===== src/rtl/mii_pkg.sv =====
// Shared types and default byte constants for the MII receive path.
package mii_pkg;

  typedef logic [7:0]  byte_t;
  typedef logic [15:0] len_t;

  typedef enum logic [1:0] {IDLE, PRE, DATA, DROP} state_e;

  localparam byte_t PRE_BYTE_DEF = 8'h55;
  localparam byte_t SFD_BYTE_DEF = 8'hD5;

endpackage


===== src/rtl/mii_rx_hold.sv =====
// One-byte hold register: delays each data byte by one byte-time so the
// last byte of a frame can be tagged with eof once the end is known.
module mii_rx_hold
  import mii_pkg::*;
(
  input  logic  clk_i,
  input  logic  rst_ni,
  input  logic  clr_i,    // outside a frame: keep the register empty
  input  logic  load_i,   // new byte; emits the held byte first if full
  input  logic  flush_i,  // emit the held byte as the frame's last
  input  logic  err_i,    // error tag carried with a flush
  input  byte_t d_i,
  output logic  full_o,
  output logic  vld_o,
  output logic  sof_o,
  output logic  eof_o,
  output logic  err_o,
  output byte_t data_o
);

  byte_t hold_q, data_q;
  logic  full_q, first_q, vld_q, sof_q, eof_q, err_q;

  // Hold/emit sequencing; strobes default low so they are single-cycle pulses.
  always_ff @(posedge clk_i or negedge rst_ni) begin
    if (!rst_ni) begin
      hold_q  <= '0;
      data_q  <= '0;
      full_q  <= 1'b0;
      first_q <= 1'b0;
      vld_q   <= 1'b0;
      sof_q   <= 1'b0;
      eof_q   <= 1'b0;
      err_q   <= 1'b0;
    end else begin
      vld_q <= 1'b0;
      sof_q <= 1'b0;
      eof_q <= 1'b0;
      err_q <= 1'b0;
      if (clr_i) begin
        full_q  <= 1'b0;
        first_q <= 1'b0;
      end else if (flush_i) begin
        if (full_q) begin
          vld_q  <= 1'b1;
          sof_q  <= first_q;
          eof_q  <= 1'b1;
          err_q  <= err_i;
          data_q <= hold_q;
        end
        full_q <= 1'b0;
      end else if (load_i) begin
        if (full_q) begin
          vld_q  <= 1'b1;
          sof_q  <= first_q;
          data_q <= hold_q;
        end
        hold_q  <= d_i;
        full_q  <= 1'b1;
        first_q <= !full_q;  // only a byte loaded into an empty register opens the frame
      end
    end
  end

  assign full_o = full_q;
  assign vld_o  = vld_q;
  assign sof_o  = sof_q;
  assign eof_o  = eof_q;
  assign err_o  = err_q;
  assign data_o = data_q;

endmodule


===== src/rtl/mii_rx_framer.sv =====
// Receive-frame controller: preamble/SFD strip, length limits, byte stream
// with sof/eof/err markers, per-frame length and frame/error statistics.
module mii_rx_framer
  import mii_pkg::*;
#(
  parameter int    PRE_MIN  = 2,
  parameter byte_t PRE_BYTE = PRE_BYTE_DEF,
  parameter byte_t SFD_BYTE = SFD_BYTE_DEF,
  parameter int    MIN_LEN  = 64,
  parameter int    MAX_LEN  = 1518
) (
  input  logic        mii_clk,
  input  logic        reset_n,
  input  logic        mii_en,
  input  logic        byte_rdy,
  input  logic [7:0]  byte_d,
  output logic        core_rst,
  output logic        rx_valid,
  output logic [7:0]  rx_data,
  output logic        rx_sof,
  output logic        rx_eof,
  output logic        rx_err,
  output logic [15:0] rx_len,
  output logic [15:0] frame_cnt,
  output logic [15:0] err_cnt
);

  state_e state_q;
  logic   core_rst_q, pend_q;
  logic [7:0] pre_cnt_q;
  len_t   len_q, rx_len_q, frame_cnt_q, err_cnt_q;

  logic at_max, in_data, hold_full;
  logic load_d, flush_d, err_d;

  assign at_max  = (len_q == len_t'(MAX_LEN));
  assign in_data = (state_q == DATA);
  // pend_q: mii_en has dropped; the held byte goes out as eof next cycle.
  assign load_d  = in_data && !pend_q && byte_rdy && !at_max;
  assign flush_d = in_data && (pend_q || (byte_rdy && at_max));
  assign err_d   = pend_q ? (len_q < len_t'(MIN_LEN)) : 1'b1;

  mii_rx_hold u_hold (
    .clk_i   (mii_clk),
    .rst_ni  (reset_n),
    .clr_i   (!in_data),
    .load_i  (load_d),
    .flush_i (flush_d),
    .err_i   (err_d),
    .d_i     (byte_d),
    .full_o  (hold_full),
    .vld_o   (rx_valid),
    .sof_o   (rx_sof),
    .eof_o   (rx_eof),
    .err_o   (rx_err),
    .data_o  (rx_data)
  );

  // Frame FSM with length, preamble and statistic counters.
  always_ff @(posedge mii_clk or negedge reset_n) begin
    if (!reset_n) begin
      state_q     <= IDLE;
      core_rst_q  <= 1'b1;
      pend_q      <= 1'b0;
      pre_cnt_q   <= '0;
      len_q       <= '0;
      rx_len_q    <= '0;
      frame_cnt_q <= '0;
      err_cnt_q   <= '0;
    end else begin
      case (state_q)
        IDLE: begin
          pre_cnt_q <= '0;
          if (mii_en) begin
            state_q    <= PRE;
            core_rst_q <= 1'b0;
          end
        end
        PRE: begin
          if (!mii_en) begin
            state_q    <= IDLE;
            core_rst_q <= 1'b1;
          end else if (byte_rdy) begin
            if (byte_d == PRE_BYTE) begin
              if (pre_cnt_q != 8'hFF) pre_cnt_q <= pre_cnt_q + 8'd1;
            end else if (byte_d == SFD_BYTE && pre_cnt_q >= 8'(PRE_MIN)) begin
              state_q <= DATA;
              len_q   <= '0;
              pend_q  <= 1'b0;
            end else begin
              err_cnt_q  <= err_cnt_q + 16'd1;
              state_q    <= DROP;
              core_rst_q <= 1'b1;
            end
          end
        end
        DATA: begin
          if (pend_q) begin
            pend_q     <= 1'b0;
            rx_len_q   <= len_q;
            if (len_q < len_t'(MIN_LEN)) err_cnt_q <= err_cnt_q + 16'd1;
            else                         frame_cnt_q <= frame_cnt_q + 16'd1;
            state_q    <= IDLE;
            core_rst_q <= 1'b1;
          end else if (byte_rdy && at_max) begin
            // Truncation: the new byte is dropped, the rest of the frame is ignored.
            rx_len_q   <= len_q;
            err_cnt_q  <= err_cnt_q + 16'd1;
            state_q    <= DROP;
            core_rst_q <= 1'b1;
          end else begin
            if (byte_rdy) len_q <= len_q + 16'd1;
            if (!mii_en) begin
              if (byte_rdy || hold_full) begin
                pend_q <= 1'b1;
              end else begin
                err_cnt_q  <= err_cnt_q + 16'd1;
                state_q    <= IDLE;
                core_rst_q <= 1'b1;
              end
            end
          end
        end
        DROP: begin
          if (!mii_en) state_q <= IDLE;
        end
        default: begin
          state_q    <= IDLE;
          core_rst_q <= 1'b1;
        end
      endcase
    end
  end

  assign core_rst  = core_rst_q;
  assign rx_len    = rx_len_q;
  assign frame_cnt = frame_cnt_q;
  assign err_cnt   = err_cnt_q;

endmodule


===== config.mk =====
export PLATFORM = sky130hd
export DESIGN_NAME = mii_rx_framer
export DESIGN_NICKNAME = d
export VERILOG_FILES = /design/src/rtl/mii_pkg.sv /design/src/rtl/mii_rx_hold.sv /design/src/rtl/mii_rx_framer.sv
export SDC_FILE = /design/constraint.sdc
export NUM_CORES = 1
export LEC_CHECK = 0
export BUFFER_PORTS_ARGS = -buffer_cell sky130_fd_sc_hd__buf_2
export CAP_MARGIN = 20
export CORE_MARGIN = 3
export CORE_UTILIZATION = 60
export DETAILED_ROUTE_END_ITERATION = 8
export GPL_ROUTABILITY_DRIVEN = 1
export PLACE_DENSITY = 0.9
export SYNTH_ARGS = -nofsm -noshare
export SYNTH_HDL_FRONTEND = slang
export SYNTH_HIERARCHICAL = 1
export SYNTH_SLANG_ARGS = --single-unit

===== constraint.sdc =====
create_clock -name mii_clk -period 4.4 [get_ports mii_clk]
set_input_delay 0.66 -clock mii_clk [delete_from_list [all_inputs] [get_ports mii_clk]]
set_output_delay 0.66 -clock mii_clk [all_outputs]
set_load 0.05 [all_outputs]

==> results of run 1 <==
==> through the flow <==
| stage | std cells | cell area, um^2 | utilization (%) | power (mW) |
|---|---|---|---|---|
| finish | 630 | 5736 | 72.35 | 2.457 |
| global route | 630 | 5736 | 72.35 | 2.570 |
| CTS | 629 | 5731 | 72.29 | 2.455 |
| detailed placement | 613 | 5480 | 69.13 | 1.752 |
| global placement | 613 | 5480 | 69.13 | 1.726 |
| floorplan | 452 | 5050 | - | 1.576 |
==> registers in the layout, indices dropped and copies added, names as in the netlist <==
| register | count |
|---|---|
| u_hold/eof_o | 1 |
| u_hold/full_o | 1 |
| u_hold/sof_o | 1 |
| core_rst | 1 |
| frame_cnt | 16 |
| len_q | 16 |
| pre_cnt_q | 8 |
| u_hold/hold_q | 8 |
| u_hold/data_o | 8 |
| pend_q | 1 |
| rx_len | 16 |
| u_hold/vld_o | 1 |
| u_hold/first_q | 1 |
| u_hold/err_o | 1 |
| state_q | 2 |
| err_cnt | 16 |
==> layout by cell type, fill, tap and decap left out, types with 7 or more instances in the layout <==
cell type  synthesis  final
xor2_1            25     25
and3_1            13     13
buf_4              3      8
nor4_2            10     10
mux2_4             8      8
dfrtp_1           97     97
nand3_1           29     29
clkbuf_8           0     10
nor2_1            22     22
and2_1             7      7
o21ai_0           19     19
xnor2_1            9      9
ha_1              10     10
nand4_1           14     14
nand2_1           23     23
mux2_2            24     24
a21oi_1           11     11
buf_2              3     72
nor3_1             7      7
inv_1             17     17
o31ai_1           10     10
==> area by class of cell <==
class,count,area share (%)
Clock inverter,6,1.963
Multi-Input combinational cell,315,42.06
Timing Repair Buffer,80,7.330
Clock buffer,10,2.400
Sequential cell,98,42.78
Tap cell,102,2.225
Inverter,19,1.243
==> routing by layer <==
| layer | share of wire [%] | wire length (um) | vias up | track usage, % |
|---|---|---|---|---|
| li1 | - | - | 1799 | - |
| met1 | 41 | 4598 | 1923 | 31.01 |
| met2 | 51 | 5709 | 141 | 40.80 |
| met3 | 5.4 | 602 | 23 | 3.786 |
| met4 | 1.9 | 215 | 0 | 9.372 |
| met5 | 0 | 0 | - | 0 |
==> cells by family after synthesis <==
kind of cell / after synthesis / share of synthesized area (%)
buffers and inverters: 39 / 3.642
AO/OA/AOI/OAI: 72 / 9.961
XOR/XNOR: 34 / 5.897
flip-flops: 98 / 48.59
adder cells (fa/ha/maj): 10 / 2.478
AND/OR/NAND/NOR: 161 / 20.39
multiplexers: 38 / 9.044
==> worst paths after layout <==
check / startpoint / to / slack (ns) / cells past startpoint
worst max-delay path: state_q[0]$_DFFE_PN0P_ / u_hold/data_o[7]$_DFFE_PN0P_ / 1.19 / 8
worst min-delay path: reset_n / err_cnt[11]$_DFFE_PN0P_ / 0.37 / 1
worst max register to register: state_q[0]$_DFFE_PN0P_ / u_hold/data_o[7]$_DFFE_PN0P_ / 1.19 / 8
worst min register to register: err_cnt[15]$_DFFE_PN0P_ / err_cnt[15]$_DFFE_PN0P_ / 0.46 / 1
max in group asynchronous: reset_n / core_rst$_DFFE_PN1P_ / 3.06 / 2
min in group mii_clk: err_cnt[15]$_DFFE_PN0P_ / err_cnt[15]$_DFFE_PN0P_ / 0.46 / 1
==> critical path, delay by kind of cell (launching register included) <==
family | cells | cell delay (ns)
adders and majority gates | 1 | 0.61
muxes | 1 | 0.36
and+or+nand+nor | 5 | 1.59
DFF | 1 | 0.40
buffers and inverters | 1 | 0.13
==> power by group <==
| group | switching, mW | total (mW) | internal, mW |
|---|---|---|---|
| clock network | 0.314 | 0.709 | 0.395 |
| logic | 0.444 | 0.659 | 0.214 |
| registers | 0.0963 | 1.09 | 0.993 |
==> flow_metrics.env, run 1 <==
export IMPL_status="complete, no violations"
export IMPL_rows=32
export IMPL_synth_top_area_share_pct=48.07
export IMPL_synth_top_area_cell="dfrtp_1"
export IMPL_ys_ff_latch=98
export IMPL_track_usage_pct=24.00
export IMPL_initial_core_util_pct=63.70
export IMPL_via_count=3886
export IMPL_io_buffer_count=72
export IMPL_setup_tns_ns=0
export IMPL_ys_top_cells_by_area="dfrtp_1, mux2_2, xor2_1, nand3_1, ha_1"
export IMPL_vdd_drop_max_uv=248.3
export IMPL_grt_start_max_net_pins=70
export IMPL_grt_pass1_vias=3877
export IMPL_cts_root_buf="clkbuf_8"
export IMPL_drtIter0Drc=242
export IMPL_path_common_cell="nor2_1"
export IMPL_p_per_area_mw_per_mm2=428.3
export IMPL_synth_cell_types=64
export IMPL_wire_per_inst_um=17.66
export IMPL_antenna_found_initial=0
export IMPL_crit_chain="inv_1 -> ha_1 -> nor2b_1 -> nand2_1 -> nor2_1 -> nor2_1 -> nor3b_2 -> mux2_4"
export IMPL_synth_avg_cell_area_um2=11.17
export IMPL_max_slew_margin_rel_pct=35.82
export IMPL_min_period_ns=3.213
export IMPL_maxCapViolations=0
export IMPL_rsz0062_at_grt="no"
export IMPL_cts_setup_buffers=0
export IMPL_hold_class="in2async"
export IMPL_tightest_slew_ns=0.9585
export IMPL_synthArstFlopShare_pct=100.0
export IMPL_yosysSeqAreaShare_pct=48.59
export IMPL_cts_made_buffers=9
export IMPL_crit_arrival_ns=3.46
export IMPL_synth_main_ff_cell="dfrtp_1"
export IMPL_final_antenna_net_count=0
export IMPL_h_tree_depth=3
export IMPL_final_fill_count=565
export IMPL_worst_path_max_fanout=19
export IMPL_yosysMostFrequentCell="dfrtp_1"
export IMPL_viasPerCell=6.168
export IMPL_worst_slack_ns=1.187
export IMPL_clock_path_buffers=2
export IMPL_yosys_top_cells_count="dfrtp_1, nand3_1, xor2_1, mux2_2, nand2_1"
export IMPL_place_ws_ns=1.218
export IMPL_synth_edf_count=0
export IMPL_syn_inst=452
export IMPL_clkLatencyLatePin_ns=0.36
export IMPL_dieArea_mm2=0.009553
export IMPL_die_height_um=97.74
export IMPL_multi_input_area_mm2=0.002412
export IMPL_synth_area_mm2=0.005050
export IMPL_nets=545
export IMPL_synth_nets=474
export IMPL_setup_viol=0
export IMPL_firstDrtPassIters=5
export IMPL_slowest_stage="nor3b_2"
export IMPL_crit_required_ns=4.65
export IMPL_core_area_mm2=0.007928
export IMPL_cts_repair_resized=0
export IMPL_pin_count=73
export IMPL_finClkSkew_ns=0.009103
export IMPL_max_freq_mhz=311.3
export IMPL_fp_dieW_um=97.74
export IMPL_gp_congestion=0.9299
export IMPL_drive_above_1_share_pct=29.36
export IMPL_clock_sinks=98
export IMPL_hold_buffers=0
export IMPL_dp_hpwl_um=7731
export IMPL_power_leakage_nw=2.797
export IMPL_start_kind="flop"
export IMPL_timing_final_crit_share_pct=73.01
export IMPL_slowest_delay_ns=0.78
export IMPL_grt_pass1_wl_um=18930
export IMPL_drc=0
export IMPL_drv_slew=0
export IMPL_critPathKind="reg2reg"
export IMPL_endpoint_kind="flop"
export IMPL_clkTransAtPathRegs_ns=0.09
export IMPL_hold_worst_slack_ns=0.3742
export IMPL_overflow=0
export IMPL_tritoncts="yes"
export IMPL_wirelength_um=11130
export IMPL_yosysWarnings=6
export IMPL_area_growth_pct=13.58
export IMPL_antenna_cells=0
export IMPL_hold_viol=0
export IMPL_regArea_mm2=0.002454
Power figures use the tool's default switching activity.
==> run 2: changes to the inputs <==
Settings changed: CORE_UTILIZATION 60 to 52, PLACE_DENSITY 0.9 to 0.83.
Clock period 4.4 ns to 2.9 ns, I/O delays scaled along.
==> flow_metrics.env, run 2 (synthesis gave the netlist of run 1 again) <==
export IMPL_area_growth_pct=14.25
export IMPL_io_buffer_count=72
export IMPL_worst_path_max_fanout=10
export IMPL_gp_congestion=0.8359
export IMPL_clkLatencyLatePin_ns=0.36
export IMPL_regArea_mm2=0.002454
export IMPL_sequentialPowerShare_pct=46.3
export IMPL_overflow=0
export IMPL_hold_viol=0
export IMPL_crit_arrival_ns=2.81
export IMPL_p_comb_share_pct=28.1
export IMPL_die_height_um=104.5
export IMPL_p_sw_share_pct=35.98
export IMPL_h_tree_depth=3
export IMPL_track_usage_pct=20.05
export IMPL_grt_pass1_wl_um=18210
export IMPL_tightest_slew_ns=0.6382
export IMPL_final_common_cell="dfrtp_1"
export IMPL_antenna_cells=0
export IMPL_wirelength_um=10900
export IMPL_hold_buffers=0
export IMPL_start_kind="flop"
export IMPL_clock_sinks=98
export IMPL_p_int_mw=2.288
export IMPL_rsz0062_at_grt="no"
export IMPL_drc=0
export IMPL_clockPowerShare_pct=25.6
export IMPL_p_per_area_mw_per_mm2=619.4
export IMPL_clkTransAtPathRegs_ns=0.10
export IMPL_rows=35
export IMPL_initial_core_util_pct=54.14
export IMPL_final_antenna_net_count=0
export IMPL_fp_dieW_um=104.5
export IMPL_tritoncts="yes"
export IMPL_r2r_start="len_q[9]$_DFFE_PN0P_"
export IMPL_fin_total_pwr_mw=3.573
export IMPL_viasPerCell=5.805
export IMPL_dieArea_mm2=0.01093
export IMPL_power_leakage_nw=2.795
export IMPL_place_ws_ns=0.3377
export IMPL_rr_endpoint="u_hold/data_o[2]$_DFFE_PN0P_"
export IMPL_vdd_drop_max_uv=394.1
export IMPL_crit_required_ns=3.15
export IMPL_final_cell_mix="dfrtp_1, buf_2, nand3_1, xor2_1, mux2_2"
export IMPL_wire_per_inst_um=16.48
export IMPL_cts_made_buffers=9
export IMPL_status="complete, no violations"
export IMPL_r2r_slack_ns=0.34
export IMPL_core_area_mm2=0.009328
export IMPL_critPathKind="reg2reg"
export IMPL_grt_pass1_vias=3767
export IMPL_reg2regPathDepth=8
export IMPL_firstDrtPassIters=4
export IMPL_endpoint_kind="flop"
export IMPL_drive_above_1_share_pct=29.70
export IMPL_hold_class="in2async"
export IMPL_setup_tns_ns=0
export IMPL_timing_final_crit_share_pct=88.41
export IMPL_antenna_found_initial=0
export IMPL_pin_count=73
export IMPL_min_period_ns=2.564
export IMPL_clock_path_buffers=2
export IMPL_switching_power_mw=1.286
export IMPL_multi_input_area_mm2=0.002412
export IMPL_max_slew_margin_rel_pct=56.35
export IMPL_maxCapViolations=0
export IMPL_hold_worst_slack_ns=0.07355
export IMPL_finClkSkew_ns=0.01354
export IMPL_final_fill_count=779
export IMPL_grt_start_max_net_pins=51
export IMPL_worst_slack_ns=0.3362
export IMPL_setup_viol=0
export IMPL_cts_repair_resized=0
export IMPL_drv_slew=0
export IMPL_via_count=3837
export IMPL_cts_root_buf="clkbuf_8"
export IMPL_cts_setup_buffers=0
export IMPL_drtIter0Drc=167
export IMPL_max_freq_mhz=390.1
export IMPL_dp_hpwl_um=7864
export IMPL_nets=549
[run 2: changes by cell type in the layout (fill, tap and decap cells not counted)]
cell	before	now
clkinv_4	1	0
buf_2	72	71
clkinvlp_4	0	2
clkbuf_8	10	11
bufinv_16	3	1
buf_12	0	1
buf_4	8	12
clkbuf_1	0	1
inv_6	1	0
[run 2: routing by layer]
layer / vias to the layer above / wire length, um / track usage, %
li1: 1807 / - / -
met1: 1924 / 4857 / 26.66
met2: 88 / 5417 / 32.89
met3: 18 / 435 / 3.150
met4: 0 / 184 / 8.167
met5: - / 0 / 0
[run 2: layout make-up]
class	count	share of cell area [%]
clock buffer	12	2.689
clock inverter	4	0.8675
inverter	19	1.236
multi-input combinational	315	41.81
sequential	98	42.53
tap	129	2.798
timing repair buffer	84	8.068
[run 2: critical path: stages, from the launching register on]
cell,delay (ns)
dfrtp_1,0.46
or4_4,0.57
nor4_2,0.31
and2_1,0.21
o21a_1,0.15
nor2_1,0.06
nor3b_2,0.16
buf_4,0.22
mux2_4,0.32
[run 2: power by group through the flow]
stage / clock, mW / combinational (mW) / sequential (mW)
floorplan: 0 / 0.567 / 1.82
global placement: 0 / 0.961 / 1.67
detailed placement: 0 / 1.00 / 1.68
CTS: 0.930 / 1.00 / 1.65
global route: 0.975 / 1.08 / 1.68
finish: 0.913 / 1.00 / 1.66
[run 2: stage by stage]
step	area, um^2	cells	util (%)
detailed placement	5564	645	59.65
finish	5769	661	61.85
global placement	5564	645	59.65
floorplan	5050	452	-
global route	5769	661	61.85
CTS	5769	661	61.85
[run 2: worst max path at each step]
| stage | endpoint | startpoint | cells past startpoint | slack [ns] |
|---|---|---|---|---|
| 3_5_place_dp | u_hold/data_o[2]$_DFFE_PN0P_ | len_q[9]$_DFFE_PN0P_ | 8 | 0.34 |
| 2_1_floorplan | u_hold/data_o[0]$_DFFE_PN0P_ | len_q[9]$_DFFE_PN0P_ | 10 | 0.16 |
| 6_report | u_hold/data_o[2]$_DFFE_PN0P_ | len_q[9]$_DFFE_PN0P_ | 8 | 0.34 |
| 4_1_cts | u_hold/data_o[2]$_DFFE_PN0P_ | len_q[9]$_DFFE_PN0P_ | 8 | 0.32 |
| 3_3_place_gp | u_hold/data_o[6]$_DFFE_PN0P_ | len_q[9]$_DFFE_PN0P_ | 8 | 0.41 |
| 5_1_grt | u_hold/data_o[2]$_DFFE_PN0P_ | len_q[9]$_DFFE_PN0P_ | 8 | 0.14 |
==> run 3: changes to the inputs <==
Settings changed: CORE_UTILIZATION 52 to 54, CTS_BUF_LIST from default to sky130_fd_sc_hd__clkbuf_4 sky130_fd_sc_hd__clkbuf_8, PLACE_DENSITY 0.83 to 0.86.
==> flow_metrics.env, run 3 (synthesis gave the netlist of run 1 again) <==
export IMPL_switching_power_mw=1.260
export IMPL_clkLatencyLatePin_ns=0.37
export IMPL_critPathKind="reg2reg"
export IMPL_rr_endpoint="err_cnt[6]$_DFFE_PN0P_"
export IMPL_h_tree_depth=3
export IMPL_vdd_drop_max_uv=427.0
export IMPL_final_cells=642
export IMPL_drive_above_1_share_pct=30.15
export IMPL_r2r_start="len_q[9]$_DFFE_PN0P_"
export IMPL_fp_dieW_um=102.7
export IMPL_clock_sinks=98
export IMPL_initial_core_util_pct=56.80
export IMPL_crit_start="len_q[9]$_DFFE_PN0P_"
export IMPL_dp_cells=626
export IMPL_clockPowerShare_pct=26.9
export IMPL_p_sw_share_pct=34.67
export IMPL_r2r_slack_ns=0.31
export IMPL_tritoncts="yes"
export IMPL_final_core_util_pct=64.80
export IMPL_setup_tns_ns=0
export IMPL_antenna_cells=0
export IMPL_grt_pass1_vias=3730
export IMPL_cp_top_family="compound AO/OA/AOI/OAI gates"
export IMPL_status="complete, no violations"
export IMPL_cts_setup_buffers=0
export IMPL_tightest_slew_ns=0.6075
export IMPL_worst_path_max_fanout=7
export IMPL_drv_slew=0
export IMPL_p_int_mw=2.375
export IMPL_wire_per_inst_um=16.94
export IMPL_nets=551
export IMPL_start_kind="flop"
export IMPL_min_period_ns=2.588
export IMPL_drtIter0Drc=175
export IMPL_sequentialPowerShare_pct=45.4
export IMPL_gp_congestion=0.8965
export IMPL_crit_chain="or4_4 -> o41a_1 -> a211oi_1 -> nor4b_2 -> xor2_1"
export IMPL_rsz0062_at_grt="no"
export IMPL_crit_arrival_ns=2.89
export IMPL_pin_count=73
export IMPL_dieArea_mm2=0.01055
export IMPL_final_fill_count=707
export IMPL_max_freq_mhz=386.4
export IMPL_critPathBufInv=0
export IMPL_via_count=3799
export IMPL_p_comb_share_pct=27.7
export IMPL_fin_total_pwr_mw=3.635
export IMPL_cts_repair_resized=0
export IMPL_die_height_um=102.7
export IMPL_crit_required_ns=3.20
export IMPL_critPathCapture="err_cnt[6]$_DFFE_PN0P_"
export IMPL_overflow=0
export IMPL_setup_viol=0
export IMPL_cts_root_buf="clkbuf_8"
export IMPL_firstDrtPassIters=4
export IMPL_wirelength_um=10870
export IMPL_cts_made_buffers=9
export IMPL_dp_hpwl_um=7926
export IMPL_clock_path_buffers=2
export IMPL_hold_buffers=0
export IMPL_worst_slack_ns=0.3122
export IMPL_grt_pass1_wl_um=18450
export IMPL_antenna_found_initial=0
export IMPL_final_antenna_net_count=0
export IMPL_place_ws_ns=0.3273
export IMPL_final_common_cell="dfrtp_1"
export IMPL_clkTransAtPathRegs_ns=0.09
export IMPL_io_buffer_count=72
export IMPL_drc=0
export IMPL_endpoint_kind="flop"
export IMPL_hold_class="in2async"
export IMPL_reg2regPathDepth=5
export IMPL_cp_depth=5
export IMPL_final_cell_mix="dfrtp_1, buf_2, nand3_1, xor2_1, mux2_2"
export IMPL_rows=34
export IMPL_slowest_delay_ns=0.57
export IMPL_area_growth_pct=14.10
export IMPL_slowest_stage="or4_4"
export IMPL_hold_viol=0
export IMPL_core_area_mm2=0.008891
export IMPL_viasPerCell=5.917
export IMPL_power_leakage_nw=2.813
export IMPL_max_slew_margin_rel_pct=59.50
export IMPL_p_per_area_mw_per_mm2=630.9
export IMPL_grt_start_max_net_pins=49
export IMPL_maxCapViolations=0
export IMPL_track_usage_pct=22.11
export IMPL_finClkSkew_ns=0.01380
export IMPL_timing_final_crit_share_pct=89.23
-- run 3: layout make-up --
type                            instances  area, um^2  area share [%]
Multi-Input combinational cell        315        2412           41.87
Sequential cell                        98        2454           42.58
Clock inverter                          3       67.56           1.173
Tap cell                              108       135.1           2.345
Clock buffer                           13       153.9           2.671
Inverter                               19       71.32           1.238
Timing Repair Buffer                   86       467.9           8.122
-- run 3: power groups by stage --
| stage | combinational, mW | clock (mW) | sequential [mW] |
|---|---|---|---|
| after floorplan | 0.567 | 0 | 1.82 |
| after global routing | 1.10 | 1.04 | 1.67 |
| after detailed placement | 1.01 | 0 | 1.68 |
| final | 1.01 | 0.977 | 1.65 |
| after global placement | 0.979 | 0 | 1.67 |
| after CTS | 1.01 | 0.993 | 1.65 |
-- run 3: metal layers --
| layer | share of wire (%) | track usage, % | up-vias |
|---|---|---|---|
| met1 | 44 | 29.64 | 1872 |
| li1 | - | - | 1813 |
| met2 | 50 | 36.54 | 103 |
| met4 | 1.3 | 6.054 | 0 |
| met3 | 4.5 | 4.804 | 11 |
| met5 | 0 | 0 | - |
-- run 3: worst min-delay path by stage --
stage / from / end / cells past startpoint
finish: reset_n / frame_cnt[6]$_DFFE_PN0P_ / 1
global route: reset_n / frame_cnt[6]$_DFFE_PN0P_ / 1
CTS: reset_n / frame_cnt[6]$_DFFE_PN0P_ / 1
detailed placement: frame_cnt[15]$_DFFE_PN0P_ / frame_cnt[15]$_DFFE_PN0P_ / 1
global placement: frame_cnt[15]$_DFFE_PN0P_ / frame_cnt[15]$_DFFE_PN0P_ / 1
floorplan: reset_n / err_cnt[0]$_DFFE_PN0P_ / 0
-- run 3: stage by stage --
step	instance area [um^2]	hold slack (ns)
6_report	5762	0.06010
3_3_place_gp	5540	0.4515
4_1_cts	5762	0.08119
5_1_grt	5762	0.09489
3_5_place_dp	5540	0.4544
2_1_floorplan	5050	0.1394
